## src/rtl/adc_capture_ctrl_if.sv

```systemverilog
// Capture control bus: arm/abort/trigger controls, ADC frame stream in, capture buffer write port out.
// master drives controls and frames; slave is the capture controller.
interface adc_capture_ctrl_if #(
  parameter int ADDR_W = 12
);
  logic              START;
  logic              ABORT;
  logic              SRC_SEL;
  logic [ADDR_W-1:0] FRAME_NUM;
  logic              SW_TRIG;
  logic [8:0]        TRIG_LEVEL;
  logic              FRAME_VALID;
  logic [8:0]        SAMPLE0;
  logic              MEM_READY;

  logic              MEM_WE;
  logic [ADDR_W-1:0] MEM_ADDR;
  logic              MEM_SEL;
  logic              BUSY;
  logic              DONE;
  logic [7:0]        DROP_CNT;

  modport master (
    output START, ABORT, SRC_SEL, FRAME_NUM, SW_TRIG, TRIG_LEVEL,
           FRAME_VALID, SAMPLE0, MEM_READY,
    input  MEM_WE, MEM_ADDR, MEM_SEL, BUSY, DONE, DROP_CNT
  );

  modport slave (
    input  START, ABORT, SRC_SEL, FRAME_NUM, SW_TRIG, TRIG_LEVEL,
           FRAME_VALID, SAMPLE0, MEM_READY,
    output MEM_WE, MEM_ADDR, MEM_SEL, BUSY, DONE, DROP_CNT
  );
endinterface

```

## src/rtl/adc_capture_ctrl.sv

```systemverilog
// ADC capture controller: arm, trigger, then write FRAME_NUM frames to the buffer (write strobe 1 cycle after accept; frames dropped and counted while MEM_READY low).
// Optional level trigger on channel-0 rising crossing of TRIG_LEVEL when ADC_CAPTURE_LEVEL_TRIG_EN is defined.
module adc_capture_ctrl #(
  parameter int ADDR_W = 12
) (
  input  logic              ADC_CLK500M,
  input  logic              RESET,
  adc_capture_ctrl_if.slave bus
);

  typedef enum logic [1:0] {
    ST_IDLE,
    ST_ARMED,
    ST_CAPTURE,
    ST_DONE
  } state_t;

  state_t            state;
  logic              mem_we;
  logic [ADDR_W-1:0] mem_addr;
  logic              mem_sel;
  logic [7:0]        drop_cnt;
  // One bit wider than the address so a FRAME_NUM of 0 can hold 2**ADDR_W.
  logic [ADDR_W:0]   frame_idx;
  logic [ADDR_W:0]   target;
  logic [ADDR_W:0]   idx_next;
  logic              arm_req;
  logic              trig;

  assign idx_next = frame_idx + 1'b1;
  assign arm_req  = bus.START && ((state == ST_IDLE) || (state == ST_DONE));

`ifdef ADC_CAPTURE_LEVEL_TRIG_EN
  logic       hist_vld;
  logic [8:0] hist_sample;
  logic       level_cross;

  assign level_cross = bus.FRAME_VALID && hist_vld &&
                       (hist_sample < bus.TRIG_LEVEL) &&
                       (bus.SAMPLE0 >= bus.TRIG_LEVEL);
  assign trig = bus.SW_TRIG || level_cross;

  // History only follows frames seen while ARMED; a fresh arm starts empty.
  always_ff @(posedge ADC_CLK500M) begin
    if (RESET) begin
      hist_vld    <= 1'b0;
      hist_sample <= '0;
    end else if (bus.ABORT || arm_req) begin
      hist_vld    <= 1'b0;
    end else if ((state == ST_ARMED) && bus.FRAME_VALID) begin
      hist_vld    <= 1'b1;
      hist_sample <= bus.SAMPLE0;
    end
  end
`else
  logic unused_level;

  assign unused_level = ^{bus.TRIG_LEVEL, bus.SAMPLE0};
  assign trig         = bus.SW_TRIG;
`endif

  always_ff @(posedge ADC_CLK500M) begin
    if (RESET) begin
      state     <= ST_IDLE;
      mem_we    <= 1'b0;
      mem_addr  <= '0;
      mem_sel   <= 1'b0;
      drop_cnt  <= '0;
      frame_idx <= '0;
      target    <= '0;
    end else begin
      mem_we <= 1'b0;
      if (bus.ABORT) begin
        state <= ST_IDLE;
      end else begin
        unique case (state)
          ST_IDLE, ST_DONE: begin
            if (bus.START) begin
              state     <= ST_ARMED;
              mem_sel   <= bus.SRC_SEL;
              target    <= {(bus.FRAME_NUM == '0), bus.FRAME_NUM};
              drop_cnt  <= '0;
              frame_idx <= '0;
            end
          end
          ST_ARMED: begin
            // The frame present in the trigger cycle is not captured.
            if (trig) begin
              state <= ST_CAPTURE;
            end
          end
          ST_CAPTURE: begin
            if (bus.FRAME_VALID) begin
              if (bus.MEM_READY) begin
                mem_we    <= 1'b1;
                mem_addr  <= frame_idx[ADDR_W-1:0];
                frame_idx <= idx_next;
                if (idx_next == target) begin
                  state <= ST_DONE;
                end
              end else if (drop_cnt != 8'hFF) begin
                drop_cnt <= drop_cnt + 1'b1;
              end
            end
          end
          default: state <= ST_IDLE;
        endcase
      end
    end
  end

  assign bus.MEM_WE   = mem_we;
  assign bus.MEM_ADDR = mem_addr;
  assign bus.MEM_SEL  = mem_sel;
  assign bus.DROP_CNT = drop_cnt;
  assign bus.BUSY     = (state == ST_ARMED) || (state == ST_CAPTURE);
  assign bus.DONE     = (state == ST_DONE);

endmodule

```

## src/flat_wrapper.sv

```systemverilog
// flat-port wrapper written by rule: the top's interface ports become plain ports
module adc_capture_ctrl_flat 
#(
  parameter int ADDR_W = 12
)
  (ADC_CLK500M, RESET, bus_START, bus_ABORT, bus_SRC_SEL, bus_FRAME_NUM, bus_SW_TRIG, bus_TRIG_LEVEL, bus_FRAME_VALID, bus_SAMPLE0, bus_MEM_READY, bus_MEM_WE, bus_MEM_ADDR, bus_MEM_SEL, bus_BUSY, bus_DONE, bus_DROP_CNT);
  adc_capture_ctrl_if #(.ADDR_W(ADDR_W)) bus_i ();
  input  logic ADC_CLK500M;
  input  logic RESET;
  input wire logic [$bits(bus_i.START)-1:0] bus_START;
  input wire logic [$bits(bus_i.ABORT)-1:0] bus_ABORT;
  input wire logic [$bits(bus_i.SRC_SEL)-1:0] bus_SRC_SEL;
  input wire logic [$bits(bus_i.FRAME_NUM)-1:0] bus_FRAME_NUM;
  input wire logic [$bits(bus_i.SW_TRIG)-1:0] bus_SW_TRIG;
  input wire logic [$bits(bus_i.TRIG_LEVEL)-1:0] bus_TRIG_LEVEL;
  input wire logic [$bits(bus_i.FRAME_VALID)-1:0] bus_FRAME_VALID;
  input wire logic [$bits(bus_i.SAMPLE0)-1:0] bus_SAMPLE0;
  input wire logic [$bits(bus_i.MEM_READY)-1:0] bus_MEM_READY;
  output wire logic [$bits(bus_i.MEM_WE)-1:0] bus_MEM_WE;
  output wire logic [$bits(bus_i.MEM_ADDR)-1:0] bus_MEM_ADDR;
  output wire logic [$bits(bus_i.MEM_SEL)-1:0] bus_MEM_SEL;
  output wire logic [$bits(bus_i.BUSY)-1:0] bus_BUSY;
  output wire logic [$bits(bus_i.DONE)-1:0] bus_DONE;
  output wire logic [$bits(bus_i.DROP_CNT)-1:0] bus_DROP_CNT;
  assign bus_i.START = bus_START;
  assign bus_i.ABORT = bus_ABORT;
  assign bus_i.SRC_SEL = bus_SRC_SEL;
  assign bus_i.FRAME_NUM = bus_FRAME_NUM;
  assign bus_i.SW_TRIG = bus_SW_TRIG;
  assign bus_i.TRIG_LEVEL = bus_TRIG_LEVEL;
  assign bus_i.FRAME_VALID = bus_FRAME_VALID;
  assign bus_i.SAMPLE0 = bus_SAMPLE0;
  assign bus_i.MEM_READY = bus_MEM_READY;
  assign bus_MEM_WE = bus_i.MEM_WE;
  assign bus_MEM_ADDR = bus_i.MEM_ADDR;
  assign bus_MEM_SEL = bus_i.MEM_SEL;
  assign bus_BUSY = bus_i.BUSY;
  assign bus_DONE = bus_i.DONE;
  assign bus_DROP_CNT = bus_i.DROP_CNT;
  adc_capture_ctrl #(.ADDR_W(ADDR_W)) u_core (.ADC_CLK500M(ADC_CLK500M), .RESET(RESET), .bus(bus_i));
endmodule
```

## config.mk

```make
export PLATFORM = sky130hd
export DESIGN_NAME = adc_capture_ctrl_flat
export DESIGN_NICKNAME = d
export VERILOG_FILES = /design/src/rtl/adc_capture_ctrl_if.sv /design/src/rtl/adc_capture_ctrl.sv /design/src/flat_wrapper.sv
export SDC_FILE = /design/constraint.sdc
export NUM_CORES = 1
export LEC_CHECK = 0
export CAP_MARGIN = 20
export CORE_MARGIN = 1.5
export CORE_UTILIZATION = 40
export DETAILED_ROUTE_END_ITERATION = 10
export PLACE_DENSITY = 0.66
export REMOVE_ABC_BUFFERS = 1
export SYNTH_ARGS = -nofsm -noshare
export SYNTH_HDL_FRONTEND = slang
export SYNTH_SLANG_ARGS = --single-unit
export TNS_END_PERCENT = 5
```

## constraint.sdc

```tcl
create_clock -name ADC_CLK500M -period 3.34 [get_ports ADC_CLK500M]
set_clock_uncertainty 0.15 [all_clocks]
set_input_delay 0.334 -clock ADC_CLK500M [delete_from_list [all_inputs] [get_ports ADC_CLK500M]]
set_output_delay 0.334 -clock ADC_CLK500M [all_outputs]
set_load 0.03 [all_outputs]
```

==> flow_metrics.tcl <==
set metrics [dict create \
    drt_iter0_drc 132 \
    seq_area_frac_synth_pct 38.0 \
    rsz0062_at_grt "false" \
    synth_fa_ha_area_share_pct 2.38 \
    cp-end-kind "flip-flop" \
    hold_class "flip-flop to flip-flop" \
    yosys.area_share.xor_xnor_pct 6.32 \
    initial_core_util_pct 41.4 \
    synth_common_cells "nand2_1, dfxtp_1, a21oi_1" \
    comb_power_share_pct 10.6 \
    vias_per_cell 5.38 \
    post_synth_inst_count 352 \
    power_leakage_nw 1.11 \
    syn_area_per_cell_um2 7.48 \
    dp_slack_ns 0.463 \
    ys.flop_type "dfxtp_1" \
    post-cts-setup-buffers 0 \
    grt_pass1_vias 2310 \
    clk_path_buf_depth 2 \
    core_area_um2 6350 \
    final_nets 429 \
    cp_max_fo 11 \
    cts_tree "done" \
    grt-ovfl-total 0 \
    antenna_found_initial 0 \
    postCtsHoldBufs 0 \
    io_buffers 43 \
    syn-cell-area_um2 2630 \
    std_cell_rows 29 \
    stdcell_area_um2 3210 \
    cap_violations 0 \
    synth_top_family_by_area "simple AND/OR/NAND/NOR gates" \
    synthSimpleGateAreaFrac_pct 32.2 \
    r2r_start "u_core.state[0]" \
    timing.final.crit_share_pct 85.4 \
    yosys.area.top_type_share_pct 38.0 \
    die_h_um 84.1 \
    dp_hpwl_um 4340 \
    tightest_slew_ns 0.684 \
    clkTransAtPathRegs_ns 0.09 \
    worst_setup_path_start_kind "flip-flop" \
    die-area_um2 7070 \
    total_power_mw 1.16 \
    hold_violations 0 \
    synth-edff-count 0 \
    pwr-share-seq_pct 52.7 \
    reg2reg_slack_ns 0.49 \
    cts_resized 0 \
    status "completed" \
    critPathKind "flip-flop to flip-flop" \
    drive_above_1_share_pct 4.91 \
    endpoint "u_core.frame_idx[8]" \
    stdcell_count 464 \
    p_int_uw 885 \
    cts_max_level 2 \
    drc 0 \
    yosysWarnings 0 \
    grt_max_degree 28 \
    p_per_area_nw_per_um2 362 \
    fmax_ghz 0.350 \
    antennaDiodeCount 0 \
    chipWidth_um 84.1 \
    synth_area_leaders "dfxtp_1, nand2_1, a21oi_1" \
    rr_endpoint "u_core.frame_idx[8]" \
    peakVddDrop_uv 224 \
    via_count 2497 \
    first_pass_iters 5 \
    cp.arrival_ns 2.94 \
    dpl-instance-area_um2 3100 \
    yosysMostFrequentCell "nand2_1" \
    routed_wl_um 5860 \
    crit_required_ns 3.43 \
    slew_headroom_pct 53.9 \
    post-route-util_pct 50.6 \
    synth-compound-area-share_pct 15.1 \
    grt_pass1_wl_um 10300 \
    timing.hold.ws_ns 0.308 \
    clkSinkCount 50 \
    ios 62 \
    finalWorstSetupSlack_ns 0.486 \
    worstSkewPairLatency_ns 0.30 \
    gr-usage-all-layers_pct 17.5 \
    setup_violations 0 \
    min_period_ns 2.85 \
    place_congestion 0.909 \
    yosys.area.top_type "dfxtp_1" \
    holdPathStages 2 \
    slew_viol_final 0 \
    cts_buffers 5 \
    ys_async_sr_fraction_pct 0 \
    power.switching_uw 279 \
    ff2ff_path_depth 8 \
    swShare_pct 24.0 \
    wl_per_cell_um 12.6 \
    synth_mux_area_share_pct 0.761 \
    ant_nets 0 \
    p_clk_share_pct 36.6 \
    syn_to_final_growth_pct 22.1 \
    tns_ns 0 \
    placed_cells 456 \
    ys_types 45 \
    crit_start "u_core.state[0]" \
    cts_root_buf "clkbuf_8" \
    ys_seq_elements 50 \
]
worst min path at each step:
stage / startpoint / endpoint / slack [ns]
after detailed placement: u_core.bus.MEM_ADDR[2] / u_core.bus.MEM_ADDR[2] / 0.30
after CTS: u_core.bus.MEM_ADDR[2] / u_core.bus.MEM_ADDR[2] / 0.31
after floorplan: RESET / u_core.bus.DROP_CNT[1] / 0.25
after global routing: u_core.bus.MEM_ADDR[6] / u_core.bus.MEM_ADDR[6] / 0.33
final: u_core.bus.MEM_ADDR[2] / u_core.bus.MEM_ADDR[2] / 0.31
after global placement: u_core.bus.MEM_ADDR[5] / u_core.bus.MEM_ADDR[5] / 0.29
critical path: stages (launching register included):
cell	delay, ns
dfxtp_1	0.39
inv_1	0.06
ha_1	0.33
nor2b_1	0.17
or4_4	0.55
a21oi_4	0.29
nand2_2	0.21
or4_1	0.50
a21oi_1	0.15
layout make-up:
class                      count  area (um^2)
clock buffer                   6         72.6
fill                         617         3140
timing repair buffer          50          483
clock inverter                 2         37.5
inverter                       7         26.3
multi-input combinational    272         1500
tap                           77         96.3
sequential                    50         1000
metal layers:
| metal | wire length (um) | GRT usage, % | share of wire (%) | up-vias |
|---|---|---|---|---|
| li1 | - | - | - | 1280 |
| met1 | 2890 | 23.9 | 49 | 1133 |
| met2 | 2530 | 27.6 | 43 | 71 |
| met3 | 319 | 3.46 | 5.4 | 13 |
| met4 | 117 | 6.26 | 2.0 | 0 |
| met5 | 0 | 0 | 0 | - |
cells by family (layout without fill, tap and decap cells):
kind of cell / count (synthesis) / after routing
AO/OA/AOI/OAI: 68 / 68
XOR/XNOR: 19 / 19
adder cells (fa/ha/maj): 5 / 5
buffers and inverters: 30 / 65
flip-flops: 50 / 50
multiplexers: 2 / 2
AND/OR/NAND/NOR: 178 / 178
cells in the final DEF (no fill, tap or decap), types with 4 or more instances in the layout:
cell,synthesis,routed
nand2_1,80,80
dfxtp_1,50,50
a21oi_1,45,45
clkdlybuf4s50_1,0,43
nor2_1,28,28
nand3_1,15,15
nor3_1,12,12
xor2_1,11,11
xnor2_1,8,8
o21ai_0,7,7
buf_4,0,7
inv_1,6,6
nand4_1,6,6
nor4_1,5,5
ha_1,5,5
clkbuf_8,0,5
and3_1,4,4
nand2b_1,4,4
registers in the layout, indices dropped and copies added (netlist names):
name                 count
u_core.frame_idx        13
u_core.state             2
u_core.target           13
u_core.bus.DROP_CNT      8
u_core.bus.MEM_SEL       1
u_core.bus.MEM_WE        1
u_core.bus.MEM_ADDR     12
power groups by stage:
stage	sequential, mW	combinational, mW	clock [mW]
CTS	0.614	0.124	0.439
global placement	0.627	0.123	0
finish	0.614	0.124	0.426
global route	0.616	0.138	0.468
detailed placement	0.628	0.124	0
floorplan	0.627	0.0667	0
(Power assumes the default switching activity.)
